`src/rtl/reg_operand_fetch_if.sv`:
```
// Decode->EX operand-fetch bus: instruction in, register-file read ports, writeback snoop, operands out.
// Latency: none (wires only).
// Backpressure: in_valid/in_ready toward decode, out_valid/out_ready from EX.
interface reg_operand_fetch_if #(
   parameter int ADDR_W = 5,
   parameter int DATA_W = 32,
   parameter int INFO_W = 32
);
   // decoded instruction from decode
   logic              in_valid;
   logic              in_ready;
   logic [ADDR_W-1:0] in_rs1;
   logic [ADDR_W-1:0] in_rs2;
   logic              in_rs1_en;
   logic              in_rs2_en;
   logic [ADDR_W-1:0] in_rd;
   logic              in_rd_en;
   logic [INFO_W-1:0] in_info;

   // register-file read ports
   logic              read_enable1;
   logic              read_enable2;
   logic [ADDR_W-1:0] read_addr1;
   logic [ADDR_W-1:0] read_addr2;
   logic [DATA_W-1:0] read_data1;
   logic [DATA_W-1:0] read_data2;

   // writeback snoop
   logic              wb_enable;
   logic [ADDR_W-1:0] wb_addr;

   // operand bundle toward EX
   logic              out_valid;
   logic              out_ready;
   logic [DATA_W-1:0] out_op1;
   logic [DATA_W-1:0] out_op2;
   logic [ADDR_W-1:0] out_rd;
   logic              out_rd_en;
   logic [INFO_W-1:0] out_info;

   // operand-fetch block side
   modport slave (
      input  in_valid, in_rs1, in_rs2, in_rs1_en, in_rs2_en, in_rd, in_rd_en, in_info,
      output in_ready,
      output read_enable1, read_enable2, read_addr1, read_addr2,
      input  read_data1, read_data2,
      input  wb_enable, wb_addr,
      output out_valid, out_op1, out_op2, out_rd, out_rd_en, out_info,
      input  out_ready
   );

   // surrounding pipeline / register file side
   modport master (
      output in_valid, in_rs1, in_rs2, in_rs1_en, in_rs2_en, in_rd, in_rd_en, in_info,
      input  in_ready,
      input  read_enable1, read_enable2, read_addr1, read_addr2,
      output read_data1, read_data2,
      output wb_enable, wb_addr,
      input  out_valid, out_op1, out_op2, out_rd, out_rd_en, out_info,
      output out_ready
   );
endinterface

```
`src/rtl/reg_operand_fetch.sv`:
```
// Operand fetch with a 32-entry write scoreboard: holds one instruction, stalls on RAW, reads regfile, registers operands.
// Latency: accept at edge N, read ports driven in cycle N+1, bundle valid after edge N+1 if no hazard.
// Backpressure: in_ready drops while the slot is held and cannot issue; no issue while out_valid && !out_ready.
module reg_operand_fetch #(
   parameter int ADDR_W = 5,
   parameter int DATA_W = 32,
   parameter int INFO_W = 32
) (
   input logic                clk,
   input logic                rst,
   reg_operand_fetch_if.slave bus
);

   localparam int NREG = 1 << ADDR_W;

   typedef enum logic {
      EMPTY = 1'b0,
      HELD  = 1'b1
   } slot_state_t;

   slot_state_t state;
   slot_state_t state_nxt;

   // holding slot
   logic [ADDR_W-1:0] s_rs1;
   logic [ADDR_W-1:0] s_rs2;
   logic              s_rs1_en;
   logic              s_rs2_en;
   logic [ADDR_W-1:0] s_rd;
   logic              s_rd_en;
   logic [INFO_W-1:0] s_info;

   // output register
   logic              o_valid;
   logic [DATA_W-1:0] o_op1;
   logic [DATA_W-1:0] o_op2;
   logic [ADDR_W-1:0] o_rd;
   logic              o_rd_en;
   logic [INFO_W-1:0] o_info;

   // pending-write scoreboard; entry 0 never set because x0 is hard-wired
   logic [NREG-1:0]   busy;
   logic [NREG-1:0]   busy_nxt;

   logic haz1;
   logic haz2;
   logic issue;
   logic in_rdy;
   logic accept;

   // Hazard/issue decision and slot next-state; the same-cycle writeback is covered by the regfile bypass
   always_comb begin
      state_nxt = state;
      haz1      = 1'b0;
      haz2      = 1'b0;
      issue     = 1'b0;
      in_rdy    = 1'b0;
      accept    = 1'b0;

      haz1 = s_rs1_en && (s_rs1 != '0) && busy[s_rs1] &&
             !(bus.wb_enable && (bus.wb_addr == s_rs1));
      haz2 = s_rs2_en && (s_rs2 != '0) && busy[s_rs2] &&
             !(bus.wb_enable && (bus.wb_addr == s_rs2));

      issue  = (state == HELD) && !haz1 && !haz2 && (!o_valid || bus.out_ready);
      in_rdy = !rst && ((state == EMPTY) || issue);
      accept = bus.in_valid && in_rdy;

      if (accept) begin
         state_nxt = HELD;
      end else if (issue) begin
         state_nxt = EMPTY;
      end
   end

   // Slot state register
   always_ff @(posedge clk or posedge rst) begin
      if (rst) begin
         state <= EMPTY;
      end else begin
         state <= state_nxt;
      end
   end

   // Capture the accepted instruction into the holding slot
   always_ff @(posedge clk or posedge rst) begin
      if (rst) begin
         s_rs1    <= '0;
         s_rs2    <= '0;
         s_rs1_en <= 1'b0;
         s_rs2_en <= 1'b0;
         s_rd     <= '0;
         s_rd_en  <= 1'b0;
         s_info   <= '0;
      end else if (accept) begin
         s_rs1    <= bus.in_rs1;
         s_rs2    <= bus.in_rs2;
         s_rs1_en <= bus.in_rs1_en;
         s_rs2_en <= bus.in_rs2_en;
         s_rd     <= bus.in_rd;
         s_rd_en  <= bus.in_rd_en;
         s_info   <= bus.in_info;
      end
   end

   // Register-file read ports are only driven in the issue cycle so idle reads stay quiet
   always_comb begin
      bus.read_enable1 = 1'b0;
      bus.read_enable2 = 1'b0;
      bus.read_addr1   = '0;
      bus.read_addr2   = '0;
      if (issue) begin
         bus.read_enable1 = s_rs1_en;
         bus.read_enable2 = s_rs2_en;
         bus.read_addr1   = s_rs1;
         bus.read_addr2   = s_rs2;
      end
   end

   // Output register: load on issue, drop valid once EX takes it, hold steady otherwise
   always_ff @(posedge clk or posedge rst) begin
      if (rst) begin
         o_valid <= 1'b0;
         o_op1   <= '0;
         o_op2   <= '0;
         o_rd    <= '0;
         o_rd_en <= 1'b0;
         o_info  <= '0;
      end else if (issue) begin
         o_valid <= 1'b1;
         o_op1   <= s_rs1_en ? bus.read_data1 : '0;
         o_op2   <= s_rs2_en ? bus.read_data2 : '0;
         o_rd    <= s_rd;
         o_rd_en <= s_rd_en;
         o_info  <= s_info;
      end else if (bus.out_ready) begin
         o_valid <= 1'b0;
      end
   end

   // Scoreboard update: writeback clears first so a same-cycle issue to that register leaves it busy
   always_comb begin
      busy_nxt = busy;
      if (bus.wb_enable && (bus.wb_addr != '0)) begin
         busy_nxt[bus.wb_addr] = 1'b0;
      end
      if (issue && s_rd_en && (s_rd != '0)) begin
         busy_nxt[s_rd] = 1'b1;
      end
      busy_nxt[0] = 1'b0;
   end

   // Scoreboard register
   always_ff @(posedge clk or posedge rst) begin
      if (rst) begin
         busy <= '0;
      end else begin
         busy <= busy_nxt;
      end
   end

   assign bus.in_ready  = in_rdy;
   assign bus.out_valid = o_valid;
   assign bus.out_op1   = o_op1;
   assign bus.out_op2   = o_op2;
   assign bus.out_rd    = o_rd;
   assign bus.out_rd_en = o_rd_en;
   assign bus.out_info  = o_info;

endmodule

```
`src/flat_wrapper.sv`:
```
// flat-port wrapper written by rule: the top's interface ports become plain ports
module reg_operand_fetch_flat 
#(
   parameter int ADDR_W = 5,
   parameter int DATA_W = 32,
   parameter int INFO_W = 32
)
  (clk, rst, bus_in_valid, bus_in_rs1, bus_in_rs2, bus_in_rs1_en, bus_in_rs2_en, bus_in_rd, bus_in_rd_en, bus_in_info, bus_in_ready, bus_read_enable1, bus_read_enable2, bus_read_addr1, bus_read_addr2, bus_read_data1, bus_read_data2, bus_wb_enable, bus_wb_addr, bus_out_valid, bus_out_op1, bus_out_op2, bus_out_rd, bus_out_rd_en, bus_out_info, bus_out_ready);
  reg_operand_fetch_if #(.ADDR_W(ADDR_W), .DATA_W(DATA_W), .INFO_W(INFO_W)) bus_i ();
  input logic clk;
  input logic rst;
  input wire logic [$bits(bus_i.in_valid)-1:0] bus_in_valid;
  input wire logic [$bits(bus_i.in_rs1)-1:0] bus_in_rs1;
  input wire logic [$bits(bus_i.in_rs2)-1:0] bus_in_rs2;
  input wire logic [$bits(bus_i.in_rs1_en)-1:0] bus_in_rs1_en;
  input wire logic [$bits(bus_i.in_rs2_en)-1:0] bus_in_rs2_en;
  input wire logic [$bits(bus_i.in_rd)-1:0] bus_in_rd;
  input wire logic [$bits(bus_i.in_rd_en)-1:0] bus_in_rd_en;
  input wire logic [$bits(bus_i.in_info)-1:0] bus_in_info;
  output wire logic [$bits(bus_i.in_ready)-1:0] bus_in_ready;
  output wire logic [$bits(bus_i.read_enable1)-1:0] bus_read_enable1;
  output wire logic [$bits(bus_i.read_enable2)-1:0] bus_read_enable2;
  output wire logic [$bits(bus_i.read_addr1)-1:0] bus_read_addr1;
  output wire logic [$bits(bus_i.read_addr2)-1:0] bus_read_addr2;
  input wire logic [$bits(bus_i.read_data1)-1:0] bus_read_data1;
  input wire logic [$bits(bus_i.read_data2)-1:0] bus_read_data2;
  input wire logic [$bits(bus_i.wb_enable)-1:0] bus_wb_enable;
  input wire logic [$bits(bus_i.wb_addr)-1:0] bus_wb_addr;
  output wire logic [$bits(bus_i.out_valid)-1:0] bus_out_valid;
  output wire logic [$bits(bus_i.out_op1)-1:0] bus_out_op1;
  output wire logic [$bits(bus_i.out_op2)-1:0] bus_out_op2;
  output wire logic [$bits(bus_i.out_rd)-1:0] bus_out_rd;
  output wire logic [$bits(bus_i.out_rd_en)-1:0] bus_out_rd_en;
  output wire logic [$bits(bus_i.out_info)-1:0] bus_out_info;
  input wire logic [$bits(bus_i.out_ready)-1:0] bus_out_ready;
  assign bus_i.in_valid = bus_in_valid;
  assign bus_i.in_rs1 = bus_in_rs1;
  assign bus_i.in_rs2 = bus_in_rs2;
  assign bus_i.in_rs1_en = bus_in_rs1_en;
  assign bus_i.in_rs2_en = bus_in_rs2_en;
  assign bus_i.in_rd = bus_in_rd;
  assign bus_i.in_rd_en = bus_in_rd_en;
  assign bus_i.in_info = bus_in_info;
  assign bus_in_ready = bus_i.in_ready;
  assign bus_read_enable1 = bus_i.read_enable1;
  assign bus_read_enable2 = bus_i.read_enable2;
  assign bus_read_addr1 = bus_i.read_addr1;
  assign bus_read_addr2 = bus_i.read_addr2;
  assign bus_i.read_data1 = bus_read_data1;
  assign bus_i.read_data2 = bus_read_data2;
  assign bus_i.wb_enable = bus_wb_enable;
  assign bus_i.wb_addr = bus_wb_addr;
  assign bus_out_valid = bus_i.out_valid;
  assign bus_out_op1 = bus_i.out_op1;
  assign bus_out_op2 = bus_i.out_op2;
  assign bus_out_rd = bus_i.out_rd;
  assign bus_out_rd_en = bus_i.out_rd_en;
  assign bus_out_info = bus_i.out_info;
  assign bus_i.out_ready = bus_out_ready;
  reg_operand_fetch #(.ADDR_W(ADDR_W), .DATA_W(DATA_W), .INFO_W(INFO_W)) u_core (.clk(clk), .rst(rst), .bus(bus_i));
endmodule
```
`config.mk`:
```
export PLATFORM = sky130hd
export DESIGN_NAME = reg_operand_fetch_flat
export DESIGN_NICKNAME = d
export VERILOG_FILES = /design/src/rtl/reg_operand_fetch_if.sv /design/src/rtl/reg_operand_fetch.sv /design/src/flat_wrapper.sv
export SDC_FILE = /design/constraint.sdc
export NUM_CORES = 1
export LEC_CHECK = 0
export ABC_AREA = 1
export BUFFER_PORTS_ARGS = -buffer_cell sky130_fd_sc_hd__buf_4
export CORE_MARGIN = 4
export CORE_UTILIZATION = 54
export CTS_BUF_LIST = sky130_fd_sc_hd__clkbuf_4 sky130_fd_sc_hd__clkbuf_8
export DETAILED_ROUTE_END_ITERATION = 7
export PLACE_DENSITY = 0.89
export SYNTH_ARGS = -nofsm -noshare
export SYNTH_HDL_FRONTEND = slang
export SYNTH_SLANG_ARGS = --single-unit
```
`constraint.sdc`:
```
create_clock -name clk -period 11.4 [get_ports clk]
set_input_delay 2.85 -clock clk [delete_from_list [all_inputs] [get_ports clk]]
set_output_delay 2.85 -clock clk [all_outputs]
set_load 0.03 [all_outputs]
```
==> results of run 1 <==
[flip-flops by register name (all words and copies together), names as in the netlist]
register and cells:
u_core.bus.out_info 32, u_core.bus.out_op1 32, u_core.bus.out_op2 32, u_core.s_info 32
u_core.busy 31, u_core.bus.out_rd 5, u_core.s_rd 5, u_core.s_rs1 5
u_core.s_rs2 5, u_core.bus.out_rd_en 1, u_core.bus.out_valid 1, u_core.s_rd_en 1
u_core.s_rs1_en 1, u_core.s_rs2_en 1, u_core.state 1
[power groups by stage]
stage | Combinational [mW] | Sequential [mW] | Clock (mW)
2_1_floorplan | 0.808 | 1.30 | 0
3_3_place_gp | 1.41 | 1.14 | 0
3_5_place_dp | 1.45 | 1.14 | 0
4_1_cts | 1.45 | 1.13 | 0.420
5_1_grt | 1.59 | 1.17 | 0.446
6_report | 1.45 | 1.14 | 0.414
[layer usage]
layer,track usage,vias to the layer above,share of wire
met2,0.429,372,0.46
li1,-,3723,-
met5,0,-,0
met1,0.401,3663,0.42
met4,0.125,0,0.034
met3,0.0684,73,0.091
[worst max-delay path by stage]
| stage | start | depth (start not counted) | slack, ps | endpoint |
|---|---|---|---|---|
| 2_1_floorplan | rst | 2 | 1010 | u_core.bus.out_info[0] |
| 3_3_place_gp | bus_wb_addr[3] | 13 | 3060 | bus_read_enable1 |
| 3_5_place_dp | bus_wb_addr[3] | 13 | 3060 | bus_read_enable1 |
| 4_1_cts | bus_wb_addr[3] | 13 | 3060 | bus_read_enable1 |
| 5_1_grt | bus_wb_addr[3] | 13 | 2760 | bus_read_enable2 |
| 6_report | bus_wb_addr[3] | 13 | 3050 | bus_read_enable2 |
[final cells by class]
type / instances / area (sq um)
Inverter: 61 / 239
Multi-Input combinational cell: 739 / 3210
Timing Repair Buffer: 242 / 1820
Clock inverter: 15 / 135
Clock buffer: 17 / 234
Sequential cell: 185 / 4630
Fill cell: 1241 / 4700
Antenna cell: 1 / 2.50
Tap cell: 188 / 235
[through the flow]
step	util	total power, mW	worst slack, ps
2_1_floorplan	-	2.11	1010
6_report	0.691	3.00	3050
3_5_place_dp	0.666	2.59	3060
4_1_cts	0.691	3.00	3060
5_1_grt	0.691	3.21	2760
3_3_place_gp	0.666	2.55	3060
[cells by family (layout without fill, tap and decap cells)]
logic type | Yosys count | in the layout | share of synthesized area
xor+xnor | 2 | 2 | 0.00210
other cells | 0 | 1 | 0
flops | 185 | 185 | 0.554
buf+inv | 115 | 335 | 0.0623
simple gates | 661 | 661 | 0.327
compound gates | 76 | 76 | 0.0545
[placed cells by master (no fill, tap or decap), types with 2 or more instances in the layout]
cell	instances
xnor2_1	2
a21boi_1	2
o21ai_0	23
inv_2	4
clkinv_2	2
inv_1	55
nand4_1	53
a21boi_0	5
inv_6	4
nor3_1	17
o21bai_1	14
buf_4	242
nor2_1	39
nand2_1	499
o211ai_1	7
clkinv_4	5
clkbuf_8	17
o22ai_1	4
a21oi_1	21
inv_8	3
nand3_1	47
dfrtp_1	185
[critical path, delay by kind of cell]
family          cells  cell delay, ps
buf+inv             6            1530
simple gates        6             950
compound gates      1             100
==> results.json, run 1 <==
{
  "whs_endpoint": "u_core.bus.out_info[17]",
  "ant_nets": 0,
  "dr.pass1.iters": 5,
  "drive_gt1_frac": 0.226,
  "area_growth_pct": 25.6,
  "cts_resized": 0,
  "final_nets": 1370,
  "criticalPathCategory": "in -> out",
  "slew_headroom": 0.279,
  "grt_start_max_net_pins": 91,
  "post_drt_wl_per_cell_microns": 17.1,
  "ys_types": 27,
  "clk_latency_ps": 470,
  "yosysMostFrequentCell": "nand2_1",
  "critPathArrivalTime_ps": 5500,
  "slew_violations": 0,
  "status": "finished clean",
  "die_width_microns": 132,
  "drc": 0,
  "synth-edff-count": 0,
  "grt_setup_unrepaired": "false",
  "tritoncts": "done",
  "p_int_mw": 1.54,
  "grt_overflow_total": 0,
  "r2r_cells": 13,
  "maxCapViolCount": 0,
  "r2r_start": "u_core.s_rs1[0]",
  "hp-start": "u_core.s_info[17]",
  "finalHoldViolCount": 0,
  "p_switching_mw": 1.46,
  "cts_made_buffers": 17,
  "finClkSkew_ps": 19.1,
  "worstPathRequired_ps": 8550,
  "drt-total-wl_mm": 24.8,
  "cts_setup_buffers": 0,
  "peakVddDrop_v": 0.000157,
  "grt_pass1_vias": 7809,
  "path_cells": "buf_4 -> inv_1 -> o22ai_1 -> nor2_1 -> nand3_1 -> nand2_1 -> inv_1 -> nand3_1 -> nand4_4 -> inv_4 -> nand2_1 -> inv_2 -> buf_4",
  "dp_hpwl_mm": 17.5,
  "die_area_sq_um": 17500,
  "worstPathMaxFanout": 35,
  "numPortBuffers": 239,
  "netlist.area_leader.share": 0.554,
  "num_io_pins": 240,
  "slowest_delay_ps": 510,
  "hold_path_depth": 2,
  "hold_path_class": "reg -> reg",
  "setup_viol": 0,
  "clock.fmax_mhz": 120,
  "cts-root-buf": "clkbuf_8",
  "die_h_microns": 132,
  "tightest_slew_ps": 1080,
  "sw_frac_of_total": 0.487,
  "place.gp.congestion": 0.921,
  "initial_core_util": 0.550,
  "start_kind": "input pin",
  "fin_crit_sh": 0.732,
  "cp_slowest_cell": "inv_4",
  "final.setup.tns_ps": 0,
  "clock-sinks": 185,
  "dp_cells": 1415,
  "htreeDepth": 4,
  "synth-main-ff-cell": "dfrtp_1",
  "synthTopCellsByArea": "dfrtp_1, nand2_1, nand4_1",
  "rows": 45,
  "track_usage": 0.286,
  "cellPowerDensity_nw_per_um2": 286,
  "ys_seq_area_frac": 0.554,
  "p_clk_frac": 0.138,
  "timing.hold.ws_ps": 474,
  "num_vias": 7831,
  "final_area_sq_um": 10500,
  "p_leak_nw": 5.82,
  "avgSynthCellArea_sq_um": 8.05,
  "timing.rr.end": "u_core.s_info[8]",
  "netlist_instances": 1039,
  "grt_first_pass_wirelength_mm": 40.1,
  "design.core.area_sq_um": 15200,
  "async_flop_share": 1.00,
  "instances_no_fill": 1448,
  "syn_nets": 1163,
  "clk_pin_slew_ps": 100,
  "synth-seq-cells": 185,
  "period_needed_ps": 8350,
  "drtIter0Drc": 729,
  "syn_area_sq_um": 8360,
  "comb_power_share": 0.482,
  "pwr-share-seq": 0.381,
  "ys_top_cells_by_count": "nand2_1, dfrtp_1, inv_1, nand4_1, nand3_1",
  "yosys.area.top_type": "dfrtp_1",
  "cp-end-kind": "output port",
  "placed_area_sq_um": 10100,
  "ys_warn_count": 0,
  "drt-vias-per-instance": 5.41,
  "cts_hold_buf": 0,
  "cts.path.max_buffers": 2,
  "antenna_found_initial": 0,
  "reg2reg_slack_ps": 6370
}
Note: power is estimated with default switching activity, not from simulation.
==> run 2: changes to the inputs <==
--- a/config.mk
+++ b/config.mk
@@ -5,13 +5,13 @@
 export SDC_FILE = /design/constraint.sdc
 export NUM_CORES = 1
 export LEC_CHECK = 0
-export ABC_AREA = 1
+export ABC_AREA = 0
 export BUFFER_PORTS_ARGS = -buffer_cell sky130_fd_sc_hd__buf_4
 export CORE_MARGIN = 4
-export CORE_UTILIZATION = 54
+export CORE_UTILIZATION = 55
 export CTS_BUF_LIST = sky130_fd_sc_hd__clkbuf_4 sky130_fd_sc_hd__clkbuf_8
 export DETAILED_ROUTE_END_ITERATION = 7
-export PLACE_DENSITY = 0.89
+export PLACE_DENSITY = 0.88
 export SYNTH_ARGS = -nofsm -noshare
 export SYNTH_HDL_FRONTEND = slang
 export SYNTH_SLANG_ARGS = --single-unit
==> constraint.sdc (replaced) <==
create_clock -name clk -period 8 [get_ports clk]
set_input_delay 2 -clock clk [delete_from_list [all_inputs] [get_ports clk]]
set_output_delay 2 -clock clk [all_outputs]
set_load 0.03 [all_outputs]
==> run 2 against run 1 <==
Compared with the run above: final cell count is 3.2% lower; sequential power is 58% higher; register-to-register slack worse by 2800 ps; synthesized area is 20% higher; largest cell class is now multi-input combinational cells; highest routed layer unchanged.
==> results.json, run 2 <==
{
  "status": "finished clean",
  "numPortBuffers": 239,
  "worstPathMaxFanout": 52,
  "synthMuxAreaShare": 0.161,
  "start_kind": "input pin",
  "finalHoldViolCount": 0,
  "clock.fmax_mhz": 154,
  "peakVddDrop_v": 0.000287,
  "cts_setup_buffers": 0,
  "maxCapViolCount": 0,
  "ant_nets": 0,
  "num_vias": 8635,
  "cts_hold_buf": 0,
  "nFillCells": 1335,
  "antenna_found_initial": 1,
  "async_flop_share": 1.00,
  "synth-edff-count": 0,
  "finClkSkew_ps": 15.2,
  "drt-vias-per-instance": 6.16,
  "worstPathRequired_ps": 6000,
  "cellPowerDensity_nw_per_um2": 435,
  "layout_setup_ws_ps": 1520,
  "cts_made_buffers": 17,
  "htreeDepth": 4,
  "clock-sinks": 185,
  "grt_pass1_vias": 8548,
  "clk_latency_ps": 460,
  "final_common_cell": "buf_4",
  "ys_seq_area_frac": 0.461,
  "area_growth_pct": 22.1,
  "netlist_instances": 985,
  "grt_start_max_net_pins": 119,
  "design.core.area_sq_um": 18000,
  "crit_family": "simple AND/OR/NAND/NOR gates",
  "dp_slack_ps": 1530,
  "dr.pass1.iters": 5,
  "post_drt_wl_per_cell_microns": 20.5,
  "path_cells": "buf_4 -> xor2_1 -> nor4_1 -> a31o_1 -> nor2_4 -> nor3_4 -> and2_1 -> buf_4",
  "syn_area_sq_um": 10000,
  "criticalPathCategory": "in -> out",
  "yosysMostFrequentCell": "dfrtp_1",
  "cp-end-kind": "output port",
  "path_buf_inv": 2,
  "yosys.area.top_type": "dfrtp_1",
  "tightest_slew_ps": 1240,
  "place.gp.congestion": 0.871,
  "drt-total-wl_mm": 28.8,
  "final_nets": 1284,
  "fin_crit_sh": 0.810,
  "dp_hpwl_mm": 19.4,
  "cts-root-buf": "clkbuf_8",
  "ys_warn_count": 0,
  "post_synth_xor_area_fraction": 0.00873,
  "synth_compound_area_frac": 0.114,
  "slowest_delay_ps": 990,
  "track_usage": 0.276,
  "clk_pin_slew_ps": 100,
  "synth-main-ff-cell": "dfrtp_1",
  "p_leak_nw": 5.55,
  "die_area_sq_um": 20500,
  "die_width_microns": 143,
  "ys_types": 41,
  "cpMostUsedCell": "buf_4",
  "utilization": 0.682,
  "cp_slowest_cell": "nor3_4",
  "slew_violations": 0,
  "synth_top_family_by_area": "simple AND/OR/NAND/NOR gates",
  "drive_gt1_frac": 0.302,
  "synth_fa_ha_area_frac": 0,
  "yosys.area_share.simple": 0.187,
  "grt_overflow_total": 0,
  "drc": 0,
  "syn_nets": 1109,
  "layout_common_cells": "buf_4, dfrtp_1, o21ai_0, nand2_1, mux2i_1",
  "die_h_microns": 143,
  "final.setup.tns_ps": 0,
  "num_io_pins": 240,
  "setup_viol": 0,
  "synth-seq-cells": 185,
  "synthTopCellsByArea": "dfrtp_1, mux2i_1, a221oi_1",
  "grt_first_pass_wirelength_mm": 45.1,
  "cts.path.max_buffers": 2,
  "ys_top_cells_by_count": "dfrtp_1, o21ai_0, nand2_1, mux2i_1, inv_1",
  "critPathArrivalTime_ps": 4480,
  "grt_setup_unrepaired": "false",
  "netlist.area_leader.share": 0.461,
  "slew_headroom": 0.170,
  "initial_core_util": 0.559,
  "period_needed_ps": 6480,
  "tritoncts": "done",
  "rows": 49,
  "cts_resized": 0,
  "hold_path_class": "reg -> reg",
  "drtIter0Drc": 702,
  "avgSynthCellArea_sq_um": 10.2
}
-- run 2: cell types whose count changed in the layout (fill, tap and decap cells not counted), sizes merged, moves of 15 or more --
cell    change
a21oi      -19
a221oi     +50
and2       +61
mux2       +40
mux2i      +72
mux4       +15
nand2     -426
nor2       -31
nor3       -16
nor3b      +50
o21ai      +61
o31ai      +31
-- run 2: final cells by class --
class	instances	area (sq um)	share of cell area
tap	229	287	0.0234
clock inverter	13	163	0.0133
timing repair buffer	253	1900	0.155
multi-input combinational	637	4780	0.390
clock buffer	18	241	0.0197
sequential	185	4630	0.378
inverter	66	255	0.0208
antenna	1	2.50	0.000204
-- run 2: routing by layer --
metal,share of wire,GRT usage,up-vias
li1,-,-,3898
met1,0.40,0.367,4216
met2,0.48,0.453,475
met3,0.093,0.0643,46
met4,0.020,0.0860,0
met5,0,0,-
-- run 2: path summary, 6_finish.rpt --
check | from | end | slack, ps | depth (start not counted)
worst min-delay path | u_core.bus.out_info[25] | u_core.bus.out_info[25] | 520 | 1
worst max-delay path | bus_wb_addr[2] | bus_read_addr2[2] | 1520 | 8
worst max register to register | u_core.s_rs1[1] | u_core.bus.out_info[20] | 3550 | 7
min in group asynchronous | rst | u_core.s_info[10] | 1720 | 2
worst min register to register | u_core.bus.out_info[25] | u_core.bus.out_info[25] | 520 | 1
max in group asynchronous | rst | u_core.bus.out_op2[17] | 4850 | 3
-- run 2: cells by family after synthesis --
kind of cell	Yosys count
simple gates	328
buf+inv	163
mux	127
xor+xnor	10
compound gates	172
flops	185
-- run 2: worst register-to-register path: stages, from the launching register on --
cell and delay (ps):
dfrtp_1 900, mux2i_1 190, mux4_2 500, mux4_2 510, nor2_4 870, or3_2 300
buf_4 640, mux2_4 430
-- run 2: power breakdown --
group	switching [mW]	leakage [nW]	internal (mW)
Sequential	0.442	2.28	1.36
Combinational	1.67	3.07	1.22
Clock	0.360	0.204	0.291
Total	2.47	5.55	2.87
-- run 2: stage by stage --
step                std cells  hold slack, ps  area, sq um  total power, mW
floorplan                 985             485        10000             3.77
global placement         1370             493        11900             4.58
detailed placement       1370             494        11900             4.68
CTS                      1401             525        12300             5.34
global route             1402             530        12300             5.65
finish                   1402             519        12300             5.34
